<file path="config.mk">
export PLATFORM = sky130hd
export DESIGN_NAME = mem_port_arbiter
export DESIGN_NICKNAME = d
export VERILOG_FILES = /design/src/rtl/mem_port_arbiter.sv
export SDC_FILE = /design/constraint.sdc
export NUM_CORES = 1
export LEC_CHECK = 0
export BUFFER_PORTS_ARGS = -buffer_cell sky130_fd_sc_hd__buf_2
export CAP_MARGIN = 20
export CORE_ASPECT_RATIO = 0.8
export CORE_MARGIN = 1.5
export CORE_UTILIZATION = 45
export DETAILED_ROUTE_END_ITERATION = 12
export GPL_TIMING_DRIVEN = 0
export PLACE_DENSITY = 0.78
export RECOVER_POWER = 50
export SLEW_MARGIN = 20
export SYNTH_ARGS = -nofsm -noshare
export SYNTH_HDL_FRONTEND = slang
export SYNTH_SLANG_ARGS = --single-unit
</file>
<file path="constraint.sdc">
create_clock -name clk -period 2.25 [get_ports clk]
set_input_delay 0.225 -clock clk [delete_from_list [all_inputs] [get_ports clk]]
set_output_delay 0.225 -clock clk [all_outputs]
set_load 0.01 [all_outputs]
</file>
<file path="src/rtl/mem_port_arbiter.sv">
`default_nettype none
// ============================================================================
//  Module   : mem_port_arbiter
//  Function : Round-robin share of one valid/ready memory slave port between
//             two requesters, with a watchdog that answers with an error word.
//  Revision : 1.0 - initial release
// ============================================================================
module mem_port_arbiter #(
    parameter int unsigned TIMEOUT  = 16,
    parameter logic [31:0] ERR_DATA = 32'hDEAD_BEEF
) (
    input  logic        clk,
    input  logic        resetn,
    input  logic        m0_valid,
    input  logic        m0_instr,
    input  logic [31:0] m0_addr,
    input  logic [31:0] m0_wdata,
    input  logic [3:0]  m0_wstrb,
    output logic        m0_ready,
    output logic [31:0] m0_rdata,
    input  logic        m1_valid,
    input  logic        m1_instr,
    input  logic [31:0] m1_addr,
    input  logic [31:0] m1_wdata,
    input  logic [3:0]  m1_wstrb,
    output logic        m1_ready,
    output logic [31:0] m1_rdata,
    output logic        s_valid,
    output logic        s_instr,
    output logic [31:0] s_addr,
    output logic [31:0] s_wdata,
    output logic [3:0]  s_wstrb,
    input  logic        s_ready,
    input  logic [31:0] s_rdata,
    output logic        owner,
    output logic        timeout_err
);

    localparam int unsigned c_cnt_w = (TIMEOUT > 0) ? $clog2(TIMEOUT + 1) : 1;
    localparam logic [c_cnt_w-1:0] c_cnt_last = c_cnt_w'((TIMEOUT > 0) ? TIMEOUT - 1 : 0);

    typedef enum logic [1:0] {
        S_IDLE = 2'd0,
        S_BUSY = 2'd1,
        S_RESP = 2'd2
    } state_t;

    state_t             r_state;
    state_t             w_next;
    logic [c_cnt_w-1:0] r_cnt;
    logic               r_last_grant;
    logic               r_owner;
    logic               r_s_valid;
    logic               r_s_instr;
    logic [31:0]        r_s_addr;
    logic [31:0]        r_s_wdata;
    logic [3:0]         r_s_wstrb;
    logic               r_m0_ready;
    logic               r_m1_ready;
    logic [31:0]        r_m0_rdata;
    logic [31:0]        r_m1_rdata;
    logic               r_timeout_err;

    logic               w_req;
    logic               w_grant;
    logic               w_timeout;
    logic [31:0]        w_resp_data;

    assign w_req   = m0_valid | m1_valid;
    // Contention goes to whoever was not served last; otherwise the lone requester wins.
    assign w_grant = (m0_valid & m1_valid) ? ~r_last_grant : m1_valid;

    generate
        if (TIMEOUT != 0) begin : g_timeout
            assign w_timeout = (r_cnt == c_cnt_last);
        end else begin : g_no_timeout
            assign w_timeout = 1'b0;
        end
    endgenerate

    // Slave completion takes precedence over a simultaneous watchdog expiry.
    assign w_resp_data = s_ready ? s_rdata : ERR_DATA;

    always_ff @(posedge clk or negedge resetn) begin
        if (!resetn) begin
            r_state <= S_IDLE;
        end else begin
            r_state <= w_next;
        end
    end

    always_comb begin
        w_next = r_state;
        case (r_state)
            S_IDLE:  if (w_req) w_next = S_BUSY;
            S_BUSY:  if (s_ready || w_timeout) w_next = S_RESP;
            S_RESP:  w_next = S_IDLE;
            default: w_next = S_IDLE;
        endcase
    end

    always_ff @(posedge clk or negedge resetn) begin
        if (!resetn) begin
            r_cnt         <= '0;
            r_last_grant  <= 1'b1;
            r_owner       <= 1'b0;
            r_s_valid     <= 1'b0;
            r_s_instr     <= 1'b0;
            r_s_addr      <= '0;
            r_s_wdata     <= '0;
            r_s_wstrb     <= '0;
            r_m0_ready    <= 1'b0;
            r_m1_ready    <= 1'b0;
            r_m0_rdata    <= '0;
            r_m1_rdata    <= '0;
            r_timeout_err <= 1'b0;
        end else begin
            r_m0_ready    <= 1'b0;
            r_m1_ready    <= 1'b0;
            r_timeout_err <= 1'b0;
            case (r_state)
                S_IDLE: begin
                    if (w_req) begin
                        r_s_valid    <= 1'b1;
                        r_s_instr    <= w_grant ? m1_instr : m0_instr;
                        r_s_addr     <= w_grant ? m1_addr  : m0_addr;
                        r_s_wdata    <= w_grant ? m1_wdata : m0_wdata;
                        r_s_wstrb    <= w_grant ? m1_wstrb : m0_wstrb;
                        r_owner      <= w_grant;
                        r_last_grant <= w_grant;
                        r_cnt        <= '0;
                    end
                end
                S_BUSY: begin
                    if (s_ready || w_timeout) begin
                        r_s_valid     <= 1'b0;
                        r_timeout_err <= ~s_ready;
                        if (r_owner) begin
                            r_m1_rdata <= w_resp_data;
                            r_m1_ready <= 1'b1;
                        end else begin
                            r_m0_rdata <= w_resp_data;
                            r_m0_ready <= 1'b1;
                        end
                    end else begin
                        r_cnt <= r_cnt + 1'b1;
                    end
                end
                default: ;
            endcase
        end
    end

    assign s_valid     = r_s_valid;
    assign s_instr     = r_s_instr;
    assign s_addr      = r_s_addr;
    assign s_wdata     = r_s_wdata;
    assign s_wstrb     = r_s_wstrb;
    assign m0_ready    = r_m0_ready;
    assign m1_ready    = r_m1_ready;
    assign m0_rdata    = r_m0_rdata;
    assign m1_rdata    = r_m1_rdata;
    assign owner       = r_owner;
    assign timeout_err = r_timeout_err;

endmodule
`default_nettype wire
</file>
Word-level counts from Yosys, hierarchy flattened
Index checks and enable logic that the tools add are counted.
W data, S select, Z words.
{"block": "totals", "romBits": 0, "n_memories": 0, "reg_bits": 146, "wordCells": 57, "in_bits": 175, "out_inout_bits": 138, "ram_bits": 0, "latchBits": 0}
{"block": "classes", "reduce_logical": 9, "n_mux": 23, "shifts": 0, "bitwise_logic": 5, "multipliers": 0, "magnitude_cmp": 0, "add_sub_neg": 1, "div": 0, "eq_ne": 5}
{"op": "$mux W32", "n": 3}
{"op": "$mux W1", "n": 12}
{"op": "$reduce_and A3 Y1", "n": 4}
{"op": "$mux W5", "n": 2}
{"op": "$pmux W5 S2", "n": 1}
{"op": "$ne A2 B2 Y1 const B", "n": 3}
{"op": "$add A5 B1 Y5 const B", "n": 1}
{"op": "$eq A5 B4 Y1 const B", "n": 1}
{"op": "$mux W2", "n": 2}
{"op": "$mux W4", "n": 1}
{"op": "$pmux W2 S2", "n": 1}
{"op": "$reduce_and A2 Y1", "n": 2}
{"op": "$not A1 Y1", "n": 3}
{"op": "$eq A2 B1 Y1 const B", "n": 1}
{"op": "$logic_not A2 Y1", "n": 1}
{"op": "$pmux W1 S2", "n": 1}
{"op": "$reduce_bool A2 Y1", "n": 1}
{"op": "$and A1 B1 Y1", "n": 1}
{"op": "$logic_or A1 B1 Y1", "n": 1}
{"op": "$or A1 B1 Y1", "n": 1}

Logic depth before layout (Yosys ltp)
Gate-level depths: netlist (run 1).
{"block": "logic_depth", "ltp_word": 4, "ltp_mapped": 7, "depth_no_buf": 6}

Worst setup path before layout (run 1)
OpenSTA, ideal clock, no wires.
{"block": "synth_path", "path_type": "reg-to-reg", "from": "register r_cnt[0]", "to": "register r_cnt[3]", "setup_slack_ns": 0.245, "t_required_ns": 2.173, "arrival_ns": 1.927, "stages_incl_launch_ff": 7, "n_path_buf": 0, "path_cell_list": "dfrtp_1 -> ha_1 -> and3_1 -> ha_1 -> or4b_4 -> or3_1 -> a21oi_1"}
{"block": "synth_via", "elab_chain_len": 4, "word_cells_on_any_way": 7, "cone_classes": "1 x add/sub; 2 x eq/ne; 2 x mux; 2 x reduce/logical"}
{"element": "start, declared", "line": "50", "rtl": "logic [c_cnt_w-1:0] r_cnt;"}
{"element": "start signal, assigned", "line": "146", "rtl": "r_cnt <= r_cnt + 1'b1;"}
{"element": "branches (longest 4 deep; another with $add A5 B1 Y5)"}
Parallel ways; which one is timed is not known. The select of a mux whose other input is x is not followed.
A chain may end at the register's enable or synchronous reset.

Worst setup path in the final report (run 1)
Same ends and word-level chain as after synthesis.

==> summary.txt, run 1 <==
number of diodes - 0
Slew headroom - -3.98%
die area - 0.0150 mm²
Yosys cell types - 35
Final Critical Period - 2.14 ns
leakage power - 3.80 nW
synthesized flop and latch total - 146
# port buffers - 312
Root Driver - clkbuf_16
final setup fails - 0
via count - 5,624
area growth from synthesis to layout - 35.4%
max-cap viol count - 1
Post-CTS Resized - 0
Critical Path End Type - register
post-route setup slack - 0.107 ns
EDFF count, synth - 0
status - finished with violations
area of the multi-input gates - 0.00256 mm²
gr usage total - 25.0%
pwr dens - 1390 mW/mm²
clk_lat worst skew - 0.42 ns
period utilization - 95.3%
FF/Latch Area - 0.00365 mm²
# nets final - 1,044
CTS Buffer Depth - 2
vias in the first global route - 5,545
CP required - 2.59 ns
Synth Instances - 529
DRC viols - 0
initial antenna violation count - 0
clk_skew - 0.00484 ns
Synth top cells by count - 145 x dfrtp_1, 71 x nand2_1, 69 x a211oi_1, 69 x a2bb2oi_1, 65 x mux2_2
cts bufs inserted - 17
largest net degree at the start of global routing - 80
H-tree level count - 4
Ports - 313
global placement routability congestion - 0.814
Post-Syn Nets - 706
VDD IR max - 767 µV
area leader, netlist - dfrtp_1
critical path class - reg -> reg
drt first-iter violations - 262
layout cells sized above 1 - 35.2%
Die H - 110 µm
Die Wd - 137 µm
fillers - 1,195
CTS tree - built
worst min path class - in -> reg
top cells by area, synth - dfrtp_1 56%, mux2_2 11%, a2bb2oi_1 9.4%
synthesized area per cell - 12.2 µm²
Max Fclk - 467 MHz
slew of the pin with the lowest slew margin - 1.56 ns
Vias/cell - 5.31
hold_ws - 0.0326 ns
post-DP HPWL - 13,700 µm
Yosys top cell area share - 56.3%
cell area after synthesis - 0.00644 mm²
sequential fraction of the synthesis area - 56.8%
Post-synth ARST share - 100%
final count of hold timing violations - 0
Antenna Nets Post-Route - 0
synth warn - 0
most common flop cell mapped by yosys - dfrtp_1
startpoint types - register
Crit Path Max Fanout - 5
crit path DAT - 2.49 ns
global-route wire length before repair - 28,400 µm
Slew Viols, Final - 68
Cell Rows - 38
DRT Wirelength - 18,900 µm
GRT overflow - 0
DR pass1 iterations - 4
most frequent cell after synthesis - dfrtp_1
Clock Sinks - 146
RSZ-0062 raised after global routing - no
post-place setup slack - 0.0852 ns
Initial Util - 46.7%
failing checks - max-capacitance violations, max-slew violations
WL/cell - 17.8 µm
Clock transition at path regs - 0.06 ns
core box area - 0.0138 mm²
## per-layer routing
layer	vias to the layer above	routed length, µm	share of wire, %	global-route usage, %
met5	-	0	0	0
met4	0	548	2.9	10.1
met3	37	1450	7.7	7.68
met2	243	8950	47	41.3
met1	2724	7970	42	30.7
li1	2620	-	-	-
## cell families (layout without fill, tap and decap cells)
family / count (synthesis) / count (layout) / share of synthesized area (%)
and+or+nand+nor: 117 / 117 / 9.17
DFF: 146 / 146 / 56.8
adders and majority gates: 2 / 2 / 0.389
buffers and inverters: 48 / 399 / 3.50
muxes: 68 / 68 / 11.9
AOI/OAI and AO/OA: 148 / 148 / 18.3
## critical path: stages, from the launching register on
cell and delay, ns:
dfrtp_1 0.40, ha_1 0.22, and3_1 0.19, ha_1 0.23, or4b_4 0.53, or3_1 0.36, a21oi_1 0.14
## where the power goes
| group | total, mW | internal (mW) | switching [mW] |
|---|---|---|---|
| logic | 4.86 | 2.24 | 2.62 |
| registers | 4.53 | 3.85 | 0.687 |
| clock network | 2.77 | 1.56 | 1.21 |
## metrics by stage
stage	std cells	setup TNS (ns)	power (mW)	area [µm²]	utilization (%)
3_3_place_gp	1021	-166.60	9.52	8230	59.7
2_1_floorplan	529	0	7.54	6440	-
4_1_cts	1055	0	12.4	8850	64.2
5_1_grt	1060	0	12.9	8720	63.2
6_report	1060	0	12.2	8720	63.2
3_5_place_dp	1022	0	9.64	8260	59.9
## worst paths after layout
| path | slack (ns) | depth (start not counted) | from | end |
|---|---|---|---|---|
| min | 0.03 | 3 | m0_addr[20] | s_addr[20] |
| min reg2reg | 0.49 | 1 | r_cnt[2] | r_cnt[2] |
| max reg2reg | 0.11 | 6 | r_cnt[0] | r_cnt[3] |
| min in group asynchronous | 0.74 | 2 | resetn | m0_rdata[30] |
| max in group asynchronous | 0.43 | 3 | resetn | s_addr[21] |
| max | 0.11 | 6 | r_cnt[0] | r_cnt[3] |
## placed cells by master, fill, tap and decap left out, types with 2 or more instances in the layout
cell / count
buf_2: 195
clkbuf_1: 156
dfrtp_1: 145
nand2_1: 71
a211oi_1: 69
a2bb2oi_1: 69
mux2_2: 65
nand2b_1: 22
clkbuf_16: 17
buf_4: 8
and2_1: 8
o21ai_0: 6
inv_6: 4
buf_6: 3
or2b_1: 3
clkinvlp_4: 3
clkinv_4: 3
inv_8: 3
inv_1: 2
nor2_1: 2
mux2i_1: 2
buf_1: 2
ha_1: 2
## area by class of cell
class / instances / share of cell area [%]
flip-flops and latches: 146 / 41.9
multi-input cells: 335 / 29.4
repair buffers: 319 / 17.0
clock buffers: 18 / 4.92
well taps: 180 / 2.58
plain buffers: 46 / 2.50
clock inverters: 14 / 1.69
inverters: 2 / 0.0861
## timing repair
action                     CTS  global route
hold buffers                 1             0
setup buffers                0             5
hold endpoints to repair    66             0
setup endpoints to repair    0            55
## state kept, by name (all words and copies together) (netlist names)
signal	count
timeout_err	1
r_state	2
owner	1
m1_ready	1
s_wstrb	4
s_addr	32
r_last_grant	1
s_wdata	32
s_valid	1
m0_ready	1
m0_rdata	32
m1_rdata	32
s_instr	1
r_cnt	5
Power figures use the tool's default switching activity.
==> inputs of run 2 (changes only) <==
BUFFER_PORTS_ARGS = -buffer_cell sky130_fd_sc_hd__buf_4   (was -buffer_cell sky130_fd_sc_hd__buf_2)
CTS_BUF_LIST = sky130_fd_sc_hd__clkbuf_4   (was not set)
==> run 2 against run 1 <==
  * The run still ends with max-capacitance violations, max-slew violations left
  * Global-route usage up 8.3 points
  * Worst hold slack worse by 0.0031 ns
  * Combinational power up 22%
  * First-iteration DRC count up 74%
  * Setup slack worse by 0.011 ns
  * Clock power down 42%
  * Register-to-register slack about the same
  * Sequential power up 2%
  * Utilization up 15 points
  * Cell count up 16%
  * Critical endpoint unchanged
==> summary.txt, run 2 (synthesized netlist as in run 1, its figures left out) <==
status - finished with violations
failing checks - max-capacitance violations, max-slew violations
placed insts - 1,022
period utilization - 95.8%
# port buffers - 312
post-place setup slack - 0.0373 ns
slew of the pin with the lowest slew margin - 1.72 ns
Slew headroom - -14.3%
Critical Path End Type - register
most frequent cells in the layout - 252 x buf_4, 168 x dlygate4sd3_1, 145 x dfrtp_1, 96 x clkbuf_1, 71 x nand2_1
die area - 0.0150 mm²
Root Driver - clkbuf_4
leakage power - 4.74 nW
final setup fails - 0
Design Area, Final - 0.0108 mm²
DRT Wirelength - 25,100 µm
placed inst area - 0.00904 mm²
Levels on crit path - 6
R2R depth - 6
VDD IR max - 717 µV
largest net degree at the start of global routing - 81
reg2reg start - r_cnt[0]
Hold Crit Depth - 3
DR pass1 iterations - 8
# nets final - 1,212
Vias/cell - 5.65
DRC viols - 0
Die H - 110 µm
crit path DAT - 2.65 ns
Final Core Density - 78.2%
GRT overflow - 0
RSZ-0062 raised after global routing - no
Initial Util - 46.7%
critical path class - reg -> reg
Clock Sinks - 146
Ports - 313
post-route setup slack - 0.0955 ns
gr usage total - 33.3%
max incr delay on CP - 0.54 ns
clk_lat worst skew - 0.58 ns
slowest CP cell - or4b_4
Clock transition at path regs - 0.12 ns
CP cell instances - ha_1 > and3_1 > ha_1 > or4b_4 > or3_1 > a21oi_2
setup tns final - 0 ns
Cell Rows - 38
WL/cell - 20.5 µm
initial antenna violation count - 2
fin cells - 1,227
Max Fclk - 464 MHz
clk_skew - 0.0162 ns
CP delay by family, top - simple AND/OR/NAND/NOR gates
worst min path class - in -> reg
drt first-iter violations - 457
global placement routability congestion - 0.858
Crit Path Max Fanout - 5
min-delay src - s_rdata[29]
core box area - 0.0138 mm²
CTS Buffer Depth - 2
max-cap viol count - 1
area growth from synthesis to layout - 67.4%
hold_ws - 0.0296 ns
cell mode on critical path - ha_1
Antenna Nets Post-Route - 0
Final Power - 12.2 mW
Die Wd - 137 µm
pwr dens - 1130 mW/mm²
H-tree level count - 4
post-DP HPWL - 15,100 µm
commonest non-fill, non-tap cell in the layout - buf_4
Buffers & Inverters on Critical Path - 0
CP required - 2.75 ns
Worst Setup SP - r_cnt[0]
cts bufs inserted - 17
vias in the first global route - 7,305
Final Critical Period - 2.15 ns
layout cells sized above 1 - 35.4%
Slew Viols, Final - 67
global-route wire length before repair - 37,800 µm
startpoint types - register
final count of hold timing violations - 0
CTS tree - built
via count - 6,929
run 2: changes by cell type in the layout (fill, tap and decap cells not counted), moves of 2 or more:
cell	previous run	this run
buf_4	8	252
clkinv_2	0	4
buf_2	195	9
inv_6	4	2
inv_8	3	0
dlygate4sd3_1	1	168
clkbuf_16	17	0
clkbuf_4	0	17
clkbuf_1	156	96
run 2: power breakdown:
group          total, mW  switching, mW  internal, mW  leakage (nW)
Sequential          4.64          0.808          3.83          1.65
Combinational       5.94           2.95          2.99          2.95
Clock               1.62          0.979         0.646         0.140
Total               12.2           4.74          7.47          4.74
run 2: final timing paths:
kind                       slack, ns            to
max                              0.1      r_cnt[3]
min                             0.03  m0_rdata[29]
max reg2reg                      0.1      r_cnt[3]
min reg2reg                     0.52      r_cnt[2]
max in group asynchronous       0.49   m0_rdata[7]
min in group asynchronous       0.61   m1_rdata[0]
run 2: metal layers:
metal  GRT usage [%]  share of wire, %  up-vias
li1                -                 -     2960
met1            37.2                36     3361
met2            56.9                49      491
met3            10.2               9.8      115
met4            18.9               5.3        2
met5               0             0.048        -
run 2: repair_timing:
item                                   in CTS  in global routing
setup endpoints to repair                   0                 59
endpoints found under the hold margin     182                  4
hold buffers                              164                  4
resized for setup                           0                  2
buffers inserted                            0                  6
run 2: worst register-to-register path: cells and delay by family (launching register included):
kind            cells  cell delay [ns]
compound gates      1             0.13
fa+ha+maj           2             0.44
flops               1             0.40
simple gates        3             1.12
run 2: layout make-up:
cell class	count	area (µm²)
Tap cell	180	225
Fill cell	835	3010
Clock inverter	13	138
Multi-Input combinational cell	335	2560
Timing Repair Buffer	487	3840
Inverter	2	7.51
Antenna cell	1	2.50
Clock buffer	17	128
Buffer	46	221
Sequential cell	146	3650
